==> config.mk <==
export PLATFORM = sky130hd
export DESIGN_NAME = sbox_share_sched_flat
export DESIGN_NICKNAME = d
export VERILOG_FILES = /design/src/rtl/sbox_share_sched_if.sv /design/src/rtl/sbox_share_sched.sv /design/src/flat_wrapper.sv
export SDC_FILE = /design/constraint.sdc
export NUM_CORES = 1
export LEC_CHECK = 0
export ABC_CLOCK_PERIOD_IN_PS = 2450
export BUFFER_PORTS_ARGS = -buffer_cell sky130_fd_sc_hd__buf_2
export CORE_MARGIN = 2
export CORE_UTILIZATION = 44
export CTS_CLUSTER_DIAMETER = 50
export CTS_CLUSTER_SIZE = 30
export DETAILED_ROUTE_END_ITERATION = 12
export PLACE_DENSITY_LB_ADDON = 0.1
export SLEW_MARGIN = 30
export SYNTH_ARGS = -nofsm -noshare
export SYNTH_HDL_FRONTEND = slang
export SYNTH_SLANG_ARGS = --single-unit
==> constraint.sdc <==
create_clock -name clock -period 2.45 [get_ports clock]
set_input_delay 0.1225 -clock clock [delete_from_list [all_inputs] [get_ports clock]]
set_output_delay 0.1225 -clock clock [all_outputs]
set_load 0.1 [all_outputs]
==> src/rtl/sbox_share_sched_if.sv <==
// Requester-side bus of the shared S-box scheduler: request/grant handshake and tagged responses.
interface sbox_share_sched_if #(
    parameter int NUM_REQ = 4
);
    localparam int IW = $clog2(NUM_REQ);

    logic [NUM_REQ-1:0]   req;
    logic [NUM_REQ-1:0]   req_last;
    logic [8*NUM_REQ-1:0] req_byte;
    logic [NUM_REQ-1:0]   gnt;
    logic [NUM_REQ-1:0]   rsp_valid;
    logic [7:0]           rsp_byte;
    logic                 busy;
    logic [IW-1:0]        owner;

    modport master (
        output req, req_last, req_byte,
        input  gnt, rsp_valid, rsp_byte, busy, owner
    );

    modport slave (
        input  req, req_last, req_byte,
        output gnt, rsp_valid, rsp_byte, busy, owner
    );
endinterface

==> src/rtl/sbox_share_sched.sv <==
// Round-robin, burst-locked scheduler sharing one combinational S-box among NUM_REQ requesters.
// Owns the registered S-box input and the registered, tagged response.
//
// state | meaning
// IDLE  | arbitrate round-robin from rr_ptr; single-byte bursts complete here
// LOCK  | grant locked to owner until req_last, BURST_MAX bytes, or owner drops req
module sbox_share_sched #(
    parameter int NUM_REQ   = 4,
    parameter int BURST_MAX = 16
) (
    input  logic              clock,
    input  logic              reset_n,
    sbox_share_sched_if.slave bus,
    output logic [7:0]        sbox_in,
    input  logic [7:0]        sbox_out
);
    localparam int IW = $clog2(NUM_REQ);
    localparam int CW = $clog2(BURST_MAX + 1);

    typedef enum logic {IDLE, LOCK} state_t;

    state_t             state, state_nxt;
    logic [IW-1:0]      rr_ptr, rr_ptr_nxt;
    logic [IW-1:0]      owner, owner_nxt;
    logic [CW-1:0]      count, count_nxt;
    logic [IW-1:0]      win, acc_idx, tag1;
    logic               found, accept, acc_last, v1;
    logic [7:0]         acc_byte, rsp_byte;
    logic [NUM_REQ-1:0] gnt, rsp_valid;

    function automatic logic [IW-1:0] next_ptr(input logic [IW-1:0] p);
        return (p == IW'(NUM_REQ - 1)) ? '0 : p + IW'(1);
    endfunction

    function automatic logic [IW-1:0] rr_idx(input logic [IW-1:0] p, input int k);
        int s;
        s = int'(p) + k;
        if (s >= NUM_REQ) s = s - NUM_REQ;
        return IW'(s);
    endfunction

    always_comb begin
        found = 1'b0;
        win   = '0;
        for (int k = 0; k < NUM_REQ; k++) begin
            if (!found && bus.req[rr_idx(rr_ptr, k)]) begin
                found = 1'b1;
                win   = rr_idx(rr_ptr, k);
            end
        end
    end

    always_comb begin
        gnt = '0;
        if (state == IDLE) gnt[win] = found;
        else               gnt[owner] = bus.req[owner];
    end

    assign accept   = |gnt;
    assign acc_idx  = (state == IDLE) ? win : owner;
    assign acc_byte = bus.req_byte[{acc_idx, 3'b000} +: 8];
    assign acc_last = bus.req_last[acc_idx];

    always_comb begin
        state_nxt  = state;
        rr_ptr_nxt = rr_ptr;
        owner_nxt  = owner;
        count_nxt  = count;
        case (state)
            IDLE: begin
                if (accept) begin
                    owner_nxt = win;
                    count_nxt = CW'(1);
                    if (acc_last || BURST_MAX == 1) rr_ptr_nxt = next_ptr(win);
                    else                            state_nxt  = LOCK;
                end
            end
            LOCK: begin
                if (accept) begin
                    count_nxt = count + CW'(1);
                    if (acc_last || (count + CW'(1)) == CW'(BURST_MAX)) begin
                        state_nxt  = IDLE;
                        rr_ptr_nxt = next_ptr(owner);
                    end
                end else begin
                    // owner let go: end the burst, nobody is granted this cycle
                    state_nxt  = IDLE;
                    rr_ptr_nxt = next_ptr(owner);
                end
            end
            default: state_nxt = IDLE;
        endcase
    end

    always_ff @(posedge clock or negedge reset_n) begin
        if (!reset_n) begin
            state  <= IDLE;
            rr_ptr <= '0;
            owner  <= '0;
            count  <= '0;
        end else begin
            state  <= state_nxt;
            rr_ptr <= rr_ptr_nxt;
            owner  <= owner_nxt;
            count  <= count_nxt;
        end
    end

    // two-stage lookup: register the byte into the S-box, register its result back out
    always_ff @(posedge clock or negedge reset_n) begin
        if (!reset_n) begin
            sbox_in   <= '0;
            v1        <= 1'b0;
            tag1      <= '0;
            rsp_valid <= '0;
            rsp_byte  <= '0;
        end else begin
            v1 <= accept;
            if (accept) begin
                sbox_in <= acc_byte;
                tag1    <= acc_idx;
            end
            rsp_valid <= '0;
            if (v1) begin
                rsp_valid[tag1] <= 1'b1;
                rsp_byte        <= sbox_out;
            end
        end
    end

    assign bus.gnt       = gnt;
    assign bus.rsp_valid = rsp_valid;
    assign bus.rsp_byte  = rsp_byte;
    assign bus.owner     = owner;
    assign bus.busy      = (state == LOCK) | v1 | (|rsp_valid);
endmodule
==> src/flat_wrapper.sv <==
// flat-port wrapper written by rule: the top's interface ports become plain ports
module sbox_share_sched_flat 
#(
    parameter int NUM_REQ   = 4,
    parameter int BURST_MAX = 16
)
  (clock, reset_n, sbox_in, sbox_out, bus_req, bus_req_last, bus_req_byte, bus_gnt, bus_rsp_valid, bus_rsp_byte, bus_busy, bus_owner);
  sbox_share_sched_if #(.NUM_REQ(NUM_REQ)) bus_i ();
  input  logic clock;
  input  logic reset_n;
  output logic [7:0] sbox_in;
  input  logic [7:0] sbox_out;
  input wire logic [$bits(bus_i.req)-1:0] bus_req;
  input wire logic [$bits(bus_i.req_last)-1:0] bus_req_last;
  input wire logic [$bits(bus_i.req_byte)-1:0] bus_req_byte;
  output wire logic [$bits(bus_i.gnt)-1:0] bus_gnt;
  output wire logic [$bits(bus_i.rsp_valid)-1:0] bus_rsp_valid;
  output wire logic [$bits(bus_i.rsp_byte)-1:0] bus_rsp_byte;
  output wire logic [$bits(bus_i.busy)-1:0] bus_busy;
  output wire logic [$bits(bus_i.owner)-1:0] bus_owner;
  assign bus_i.req = bus_req;
  assign bus_i.req_last = bus_req_last;
  assign bus_i.req_byte = bus_req_byte;
  assign bus_gnt = bus_i.gnt;
  assign bus_rsp_valid = bus_i.rsp_valid;
  assign bus_rsp_byte = bus_i.rsp_byte;
  assign bus_busy = bus_i.busy;
  assign bus_owner = bus_i.owner;
  sbox_share_sched #(.NUM_REQ(NUM_REQ), .BURST_MAX(BURST_MAX)) u_core (.clock(clock), .reset_n(reset_n), .bus(bus_i), .sbox_in(sbox_in), .sbox_out(sbox_out));
endmodule
==> qor.csv <==
stage;metric;value;unit
clock_tree;CTS tree;built;
final_layout;FILL cells;371;
global_routing;number of global-route vias before repair;1623;
clock_tree;Clk Latency, worst-skew pair;0.28;ns
die;core area;4320;um2
drt;first-pass iteration count of the detailed router;4;
worst_setup_path;Crit path required time;2.62;ns
worst_setup_path;crit path max fanout;6;
sta;setup TNS;-0.0342;ns
sta;Hold Vio Cnt, Final;0;
worst_setup_path;Worst Setup End Kind;flip-flop;
synthesis;syn avg cell area;10.9;um2
worst_setup_path;critical path class;flip-flop to flip-flop;
drt;# DRC;0;
global_routing;pin count of the biggest net entering global routing;34;
synthesis;Seq cells post-synth;33;
sta;clk_skew;0.00611;ns
worst_setup_path;critical-path cell list;nand2_2 -> a221o_1 -> and2_4 -> inv_2 -> ha_4 -> nor4_4 -> nor3_2 -> a21oi_4 -> buf_12 -> buf_6 -> o31ai_4 -> mux2_4;
sta;hold_ws;0.0643;ns
worst_setup_path;CP max stage delay;0.43;ns
min_path;WHS Path Cells;2;
final_layout;Antenna diodes;0;
worst_setup_path;r2r worst-path depth;12;
run_status;failing checks;negative setup slack;
die;Die Ht;70.8;um
final_layout;ratio of cells with drive above 1 in the final layout;51.6;%
min_path;Tightest Hold Check Type;input pin to flip-flop;
final_layout;Multi-input gate area;1180;um2
synthesis;register area share after synthesis;42.0;%
synthesis;Yosys Warn Count;0;
synthesis;Mapped Nets;240;
drt;Post-Route WL;4510;um
worst_setup_path;slowest CP cell;dfrtp_1;
global_routing;first-pass GRT wire length;7190;um
sta;Peak Freq;0.403;GHz
placement;Final GP Congestion;0.803;
final_layout;Seq. cell area;833;um2
synthesis;Synth Cell Area;1970;um2
final_layout;final net count;339;
worst_setup_path;CP Depth;12;
clock_tree;TritonCTS Sinks;33;
die;Horiz. Die Dim;70.8;um
synthesis;synthesized netlist cell count;181;
sta;relative slew slack;51.4;%
clock_tree;H-Tree Depth;2;
placement;Detail Placement HPWL;3250;um
sta;Tcrit/Tclk final;101;%
worst_setup_path;Startpoint Class;flip-flop;
sta;Final setup viols;2;
drt;post-DR wirelength/cell;13.5;um
die;die area;5020;um2
clock_tree;clk slew on worst S/H paths;0.07;ns
global_routing;initial antenna violation count;0;
sta;unrepaired setup endpoints after global routing;true;
drt;Final ANT Viol Nets;0;
sta;pin slew with the least headroom to its limit;0.729;ns
clock_tree;Max Buffers Root-to-Sink;2;
die;Initial Util;45.5;%
die;FP Rows;24;
placement;IO buf count;76;
worst_setup_path;CP top delay family;compound AO/OA/AOI/OAI gates;
global_routing;gr usage total;18.0;%
sta;min cycle time layout;2.48;ns
placement;placed instance area;2510;um2
sta;Final Max Slew Viols;0;
sta;post-route setup slack;-0.0308;ns
synthesis;Yosys cell types;46;
clock_tree;Root Driver;clkbuf_8;
drt;DRT iter0 DRCs;73;
drt;Via density;5.21;
clock_tree;total CTS buffers;5;
worst_setup_path;worst path buffer plus inverter count;3;
final_layout;Area Overhead vs Synth;42.6;%
drt;Vias;1735;
run_status;outcome;finished with violations;
final_layout;final instance area;2800;um2
global_routing;Overflow after GRT;0;
die;IO Count;77;
flow_run;Max-Cap Viols;0;
worst_setup_path;CP arrival;2.65;ns
placement;setup slack at placement;-0.0922;ns
[registers in the layout, indices dropped and copies added (netlist names)]
register	flops
u_core.count	5
u_core.state	1
u_core.bus.owner	2
u_core.rr_ptr	2
u_core.tag1	2
u_core.bus.rsp_byte	8
u_core.bus.rsp_valid	4
u_core.v1	1
u_core.sbox_in	8
[Yosys cell counts (all sizes together)]
cell type / instances / area [um2]
mux2i: 19 / 190
o31ai: 2 / 28.8
o21a: 1 / 7.51
a31oi: 1 / 12.5
a21oi: 13 / 76.3
o211a: 1 / 10.0
o311ai: 1 / 8.76
and3: 1 / 6.26
o311a: 1 / 10.0
a21o: 2 / 15.0
o31a: 1 / 8.76
clkbuf: 2 / 7.51
o21ai: 5 / 25.0
nor2b: 2 / 12.5
or4: 1 / 7.51
and2: 3 / 23.8
o2bb2ai: 8 / 70.1
inv: 9 / 33.8
a22o: 7 / 61.3
nor2: 10 / 37.5
mux4: 1 / 26.3
mux2: 10 / 113
nor3: 5 / 30.0
nand2b: 1 / 6.26
nand3b: 1 / 7.51
nand3: 5 / 25.0
nand2: 11 / 41.3
nand4b: 1 / 8.76
buf: 6 / 51.3
a221o: 1 / 10.0
dfrtp: 33 / 826
nor4: 3 / 18.8
o21bai: 1 / 7.51
and3b: 1 / 8.76
ha: 9 / 113
nor3b: 1 / 7.51
a211oi: 1 / 12.5
[per-stage QoR]
stage	instances	utilization [%]
after CTS	328	62.0
after floorplan	181	-
after global routing	333	64.8
final	333	64.8
after global placement	316	58.0
after detailed placement	316	58.0
[per-layer routing]
metal	up-vias	wire (um)	track usage (%)
li1	871	-	-
met1	799	1990	23.1
met2	59	2180	29.1
met3	6	289	5.41
met4	0	52	5.87
met5	-	0	0
[path summary, 6_finish.rpt]
path / slack (ns) / to / start
max reg2reg: -0.03 / u_core.rr_ptr[1] / u_core.rr_ptr[1]
min in group asynchronous: 0.43 / u_core.bus.rsp_valid[0] / reset_n
max: -0.03 / u_core.rr_ptr[1] / u_core.rr_ptr[1]
max in group asynchronous: 1.48 / u_core.bus.owner[0] / reset_n
min reg2reg: 0.50 / u_core.bus.rsp_valid[0] / u_core.tag1[0]
min: 0.06 / u_core.bus.rsp_byte[4] / sbox_out[4]
[final cells by class]
| type | count | area share, % |
|---|---|---|
| timing repair buffer | 99 | 20.5 |
| sequential | 33 | 29.7 |
| clock inverter | 3 | 1.65 |
| multi-input combinational | 132 | 42.0 |
| tap | 52 | 2.32 |
| inverter | 9 | 1.29 |
| clock buffer | 5 | 2.45 |
[kinds of logic after synthesis]
family	synth area share (%)
adders and majority gates	5.73
and+or+nand+nor	12.3
DFF	42.0
muxes	16.7
AOI/OAI and AO/OA	18.5
buffers and inverters	4.71
[cell usage in the layout (no fill, tap or decap), types with 2 or more instances in the layout]
cell type / count
buf_2: 76
dfrtp_1: 31
mux2i_1: 19
buf_4: 19
nand2_1: 10
nor2_1: 9
mux2_2: 9
a21oi_1: 8
a22o_1: 7
inv_1: 6
nand3_1: 5
o2bb2ai_1: 5
ha_1: 5
clkbuf_8: 5
and2_4: 4
o21ai_0: 4
ha_4: 4
a21oi_2: 3
nor3_1: 3
o2bb2ai_2: 3
nor3_2: 2
inv_2: 2
nor2b_1: 2
nor4_1: 2
a21oi_4: 2
a21o_1: 2
buf_6: 2
dfrtp_4: 2
[timing repair]
action / 4_1_cts / 5_1_grt
endpoints found under the setup margin: 11 / 15
gates resized for setup: 4 / 17
setup buffers: 3 / 4
cloned: 0 / 1
hold buffers: 1 / 0
endpoints found under the hold margin: 33 / 0
pin swaps: 3 / 2
Power is not shown: default switching activity piles up to over one toggle a cycle in this logic, so the estimate is an artifact.
